==> src/rtl/rs_bm_sched.sv <==
// Berlekamp-Massey sequencer: streams syndromes into the BM core and captures the locator.
// Optional BM-response watchdog enabled by defining RS_BM_SCHED_TIMEOUT_EN.
module rs_bm_sched #(
   parameter int MAX_LENGTH = 16,
   parameter int TIMEOUT    = 1023
) (
   input  logic       clk,
   input  logic       rst_n,
   input  logic       start,
   input  logic [7:0] syn_len,
   output logic       busy,
   output logic       done,
   output logic       err,
   output logic [7:0] loc_deg,
   output logic       syn_rd_en,
   output logic [7:0] syn_rd_addr,
   input  logic [7:0] syn_rd_data,
   output logic       bm_reset,
   output logic       bm_enable,
   output logic [7:0] bm_syn_len,
   output logic [7:0] bm_data,
   output logic       bm_valid_in,
   input  logic [7:0] bm_poly,
   input  logic       bm_valid_out,
   output logic       loc_wr_en,
   output logic [7:0] loc_wr_addr,
   output logic [7:0] loc_wr_data
);

   typedef enum logic [2:0] {
      S_IDLE, S_CLEAR, S_LAUNCH, S_FEED, S_WAIT, S_COLLECT, S_DONE
   } state_t;

   localparam logic [7:0] MAX_LEN8 = 8'(MAX_LENGTH);

   state_t     state, state_nxt;
   logic [7:0] len_q;
   logic [7:0] addr_q;
   logic [7:0] count_q;
   logic [7:0] loc_deg_q;
   logic       fwd_q;
   logic       err_q;
   logic       wr_en_q;
   logic [7:0] wr_addr_q;
   logic [7:0] wr_data_q;

   logic len_ok;
   logic accept;
   logic rd_en;
   logic capture;
   logic collect_end;
   logic timeout_hit;

   assign len_ok  = (syn_len != 8'd0) && (syn_len <= MAX_LEN8) && !syn_len[0];
   assign accept  = (state == S_IDLE) && start && len_ok;
   assign rd_en   = (state == S_FEED) && (addr_q < len_q);

   // Once the buffer is full, further coefficients are dropped and the stream is closed.
   assign capture     = bm_valid_out &&
                        ((state == S_WAIT) || ((state == S_COLLECT) && (count_q < MAX_LEN8)));
   assign collect_end = (state == S_COLLECT) && (!bm_valid_out || (count_q >= MAX_LEN8));

`ifdef RS_BM_SCHED_TIMEOUT_EN
   localparam int TW = $clog2(TIMEOUT + 1);

   logic [TW-1:0] tcnt_q;

   // Fires in the cycle the count reaches TIMEOUT, so the abort lands TIMEOUT cycles after feeding ends.
   assign timeout_hit = (state == S_WAIT) && !bm_valid_out && (tcnt_q == TW'(TIMEOUT - 1));

   always_ff @(posedge clk) begin
      if (!rst_n) begin
         tcnt_q <= '0;
      end else if (state == S_WAIT) begin
         tcnt_q <= tcnt_q + 1'b1;
      end else if (state == S_COLLECT) begin
         tcnt_q <= bm_valid_out ? '0 : tcnt_q + 1'b1;
      end else begin
         tcnt_q <= '0;
      end
   end
`else
   assign timeout_hit = 1'b0;
`endif

   // NOTE: every signal driven here gets a default first, so no path can infer a latch.
   always_comb begin
      state_nxt = state;
      unique case (state)
         S_IDLE:    if (accept) state_nxt = S_CLEAR;
         S_CLEAR:   state_nxt = S_LAUNCH;
         S_LAUNCH:  state_nxt = S_FEED;
         S_FEED:    if (fwd_q && (addr_q == len_q)) state_nxt = S_WAIT;
         S_WAIT: begin
            if (bm_valid_out)     state_nxt = S_COLLECT;
            else if (timeout_hit) state_nxt = S_IDLE;
         end
         S_COLLECT: if (collect_end) state_nxt = S_DONE;
         S_DONE:    state_nxt = S_IDLE;
         default:   state_nxt = S_IDLE;
      endcase
   end

   // NOTE: sequential state uses non-blocking assignments so every register samples pre-edge values.
   always_ff @(posedge clk) begin
      if (!rst_n) begin
         state     <= S_IDLE;
         len_q     <= '0;
         addr_q    <= '0;
         count_q   <= '0;
         loc_deg_q <= '0;
         fwd_q     <= 1'b0;
         err_q     <= 1'b0;
         wr_en_q   <= 1'b0;
         wr_addr_q <= '0;
         wr_data_q <= '0;
      end else begin
         state   <= state_nxt;
         err_q   <= (state == S_IDLE) && start && !len_ok;
         fwd_q   <= rd_en;
         wr_en_q <= capture;
         if (accept) begin
            len_q   <= syn_len;
            addr_q  <= '0;
            count_q <= '0;
         end
         if (rd_en) addr_q <= addr_q + 8'd1;
         if (capture) begin
            wr_addr_q <= count_q;
            wr_data_q <= bm_poly;
            count_q   <= count_q + 8'd1;
         end
         if (collect_end) loc_deg_q <= count_q - 8'd1;
      end
   end

   assign busy        = (state == S_CLEAR) || (state == S_LAUNCH) || (state == S_FEED) ||
                        (state == S_WAIT)  || (state == S_COLLECT);
   assign done        = (state == S_DONE);
   assign err         = err_q || timeout_hit;
   assign loc_deg     = loc_deg_q;
   assign syn_rd_en   = rd_en;
   assign syn_rd_addr = rd_en ? addr_q : 8'd0;
   assign bm_reset    = (state == S_CLEAR) || timeout_hit;
   assign bm_enable   = (state == S_LAUNCH);
   assign bm_syn_len  = len_q;
   assign bm_valid_in = fwd_q;
   assign bm_data     = fwd_q ? syn_rd_data : 8'd0;
   assign loc_wr_en   = wr_en_q;
   assign loc_wr_addr = wr_addr_q;
   assign loc_wr_data = wr_data_q;

endmodule

==> config.mk <==
export PLATFORM = sky130hd
export DESIGN_NAME = rs_bm_sched
export DESIGN_NICKNAME = d
export VERILOG_FILES = /design/src/rtl/rs_bm_sched.sv
export SDC_FILE = /design/constraint.sdc
export NUM_CORES = 1
export LEC_CHECK = 0
export CORE_ASPECT_RATIO = 1.4
export CORE_MARGIN = 5
export CORE_UTILIZATION = 50
export CTS_BUF_LIST = sky130_fd_sc_hd__clkbuf_16
export CTS_CLUSTER_SIZE = 14
export DETAILED_ROUTE_END_ITERATION = 12
export PLACE_DENSITY_LB_ADDON = 0.1
export SLEW_MARGIN = 20
export SYNTH_ARGS = -nofsm -noshare
export SYNTH_HDL_FRONTEND = slang
export SYNTH_SLANG_ARGS = --single-unit
==> constraint.sdc <==
create_clock -name clk -period 5.1 [get_ports clk]
set_input_delay 1.02 -clock clk [delete_from_list [all_inputs] [get_ports clk]]
set_output_delay 1.02 -clock clk [all_outputs]
set_load 0.01 [all_outputs]
==> impl_results.md <==
- Outcome: finished clean
- Clock Latency Late Sink: 0.29 ns
- Crit share post-route: between 60% and 70%
- CTS buffer count: 5
- Setup WS pre-CTS: around 1.8 ns
- Seq cells post-synth: 54
- Pre-antenna DRT Iters: 4
- First-pass GRT wire length: 11.3 mm
- Synth-to-Final Area Change: 36.0%
- Via/cell ratio: 5.52
- WS Path Type: reg -> out
- Synth area leader: dfxtp_1
- # diodes: 0
- H-tree depth: 2
- Max Clock Freq: approximately 280 MHz
- Ports: between 80 and 90
- Initial antenna violation count: 0
- Final hold violations: 0
- RSZ-0062 raised after global routing: no
- CTS-repair resized insts: 0
- Worst-Margin Slew: ~0.85 ns
- DRT iter0 DRCs: just over 100
- Layout net count: 440
- Leak Pwr: ~1.4 nW
- Post-synth top area share: approximately two fifths
- PortBufs: 83
- RR Startpoint: state[2]
- Max FO, Critical Path: 15
- Area after DPL: around 3500 sq um
- Initial Utilization: 51.9%
- Syn Area/Cell: 8.19 sq um
- Clk slew on worst S/H paths: 0.07 ns
- Final slew viol count: 0
- Top cells by count, synth: 54 x dfxtp_1, 43 x nand2_1, 32 x nor2_1
- Worst Slack Setup Final: roughly 1.5 ns
- Fillers: 404
- Design area: 3700 sq um
- Total grt overflow: 0
- Storage element area: 1080 sq um
- Critical Path AT: about 2.6 ns
- Post-CTS Setup Inserts: 0
- Min-delay worst type: reg -> reg
- Seq/Total Area, Yosys: 39.8%
- Mapped Area: between 2000 and 3000 sq um
- Most frequent cell after synthesis: dfxtp_1
- Ranking of synthesized cells by area: dfxtp_1 40%, nand2_1 5.9%, a21oi_1 5.7%
- P per Cell Area: ~240 nW/um^2
- Worst IR Drop VDD: 0.243 mV
- Wire per inst: 14.5 um
- Final clock skew: between 0.007 and 0.008 ns
- Drt total wl: 6.77 mm
- Hold Crit Start: loc_wr_data[3]
- Share of layout cells above drive strength 1: 4.48%
- Vias in the first global route: 2519
- Post-synth ARST share: 0%
- DRC: 0
- Antenna viol nets, final: 0
- GR Util All Layers: between 10% and 20%
- Crit path launch: bm_syn_len[7]
- Clock Tree Buf Depth: 2
- Largest net degree at the start of global routing: 27
- CTS root buffer: clkbuf_16
- Final TNS setup: 0 ns
- Die Height: 97.2 um
- Multi-input logic area: 1480 sq um
- Tmin final: around 3.6 ns
- Post-synthesis instance total: 332
- CTS sink count: 54
- Post-synth EDFFs: 0
- Die footprint: ~7000 sq um
- Worst Path Required: 4.08 ns
- CTS hold repair buffers: 0
- R2R Setup Slk: 2.71 ns
- Placed wire-length estimate: slightly above 5 mm
- Core area: 5240 sq um
- Synthesized Nets: 371
- Relative slew slack: between 40% and 50%
- Core Rows: 31
- Tot Pwr: 0.000874 W
- Count of cell types in the netlist: 50
- Final setup violation count: 0
- Chip width: 72.3 um
- Top FF cell, synth: dfxtp_1
- Setup crit start kind: flip-flop
- Setup crit end kind: output port
- Vias: 2583
- Yosys warns: 0
- GPL Wtd Cong: 0.817
- CTS tree: built
- Maxcap violations: 0
-- layout make-up --
type,count,area share [%]
inverters,14,1.42
well taps,66,2.23
repair buffers,84,22.7
clock inverters,3,1.12
flip-flops and latches,54,29.2
clock buffers,5,3.38
multi-input cells,242,39.9
-- kinds of logic (layout without fill, tap and decap cells) --
group | Yosys count | count (layout) | synth area share (%)
muxes | 6 | 6 | 2.26
adders and majority gates | 11 | 11 | 5.06
and+or+nand+nor | 144 | 144 | 27.2
buffers and inverters | 36 | 106 | 5.89
AOI/OAI and AO/OA | 76 | 76 | 18.2
xor gates and xnor gates | 5 | 5 | 1.61
DFF | 54 | 54 | 39.8
-- flip-flops by register name, indices dropped and copies added (netlist names) --
signal,cells
loc_wr_addr,8
loc_deg,8
addr_q,8
loc_wr_en,1
err,1
bm_valid_in,1
count_q,8
state,3
loc_wr_data,8
bm_syn_len,8
-- where the power goes --
group | total (W) | switching [W] | internal, W
clock network | 0.000376 | 0.000146 | 0.000230
logic | 0.0000661 | 0.0000289 | 0.0000371
registers | 0.000433 | 0.00000795 | 0.000425
total | 0.000874 | 0.000183 | 0.000692
-- per-layer routing --
metal | up-vias | share of wire (%) | GRT usage, % | routed length [um]
met4 | 0 | 1.5 | 7.24 | 100
li1 | 1292 | - | - | -
met3 | 9 | 4.7 | 3.62 | 320
met1 | 1216 | 39 | 21.3 | 2660
met2 | 66 | 55 | 35.9 | 3690
met5 | - | 0 | 0 | 0
-- stage by stage --
| stage | cells | util [%] | hold slack, ns |
|---|---|---|---|
| 2_1_floorplan | 332 | - | 0.481 |
| 4_1_cts | 468 | 70.6 | 0.457 |
| 6_report | 468 | 70.6 | 0.453 |
| 3_3_place_gp | 460 | 67.4 | 0.442 |
| 5_1_grt | 468 | 70.6 | 0.472 |
| 3_5_place_dp | 460 | 67.4 | 0.447 |
-- critical path, cell delays in order (launching register included) --
cell             delay [ns]
dfxtp_1                0.35
inv_1                  0.05
ha_1                   0.34
nand4_1                0.11
nand4b_1               0.15
a21oi_2                0.48
and3_1                 0.25
clkdlybuf4s50_1        0.53
-- worst paths after layout --
path,end,cells after the start
setup / recovery,syn_rd_addr[2],7
hold / removal,loc_wr_data[3],2
setup reg to reg,count_q[2],4
hold reg to reg,loc_wr_data[3],2
-- cell usage in the layout (no fill, tap or decap), types with 2 or more instances in the layout --
| master | n |
|---|---|
| a211oi_1 | 6 |
| a21o_1 | 3 |
| a21oi_1 | 31 |
| a22oi_1 | 2 |
| a31oi_1 | 2 |
| and2_1 | 11 |
| and3_1 | 14 |
| clkbuf_16 | 5 |
| clkdlybuf4s50_1 | 83 |
| dfxtp_1 | 54 |
| ha_1 | 11 |
| inv_1 | 14 |
| mux2i_1 | 5 |
| nand2_1 | 43 |
| nand3_1 | 13 |
| nand4_1 | 2 |
| nor2_1 | 32 |
| nor2b_1 | 5 |
| nor3_1 | 10 |
| nor3b_1 | 2 |
| nor4_1 | 2 |
| o211ai_1 | 11 |
| o21a_1 | 3 |
| o21ai_0 | 8 |
| xnor2_1 | 4 |
Note: power is estimated with default switching activity, not from simulation.
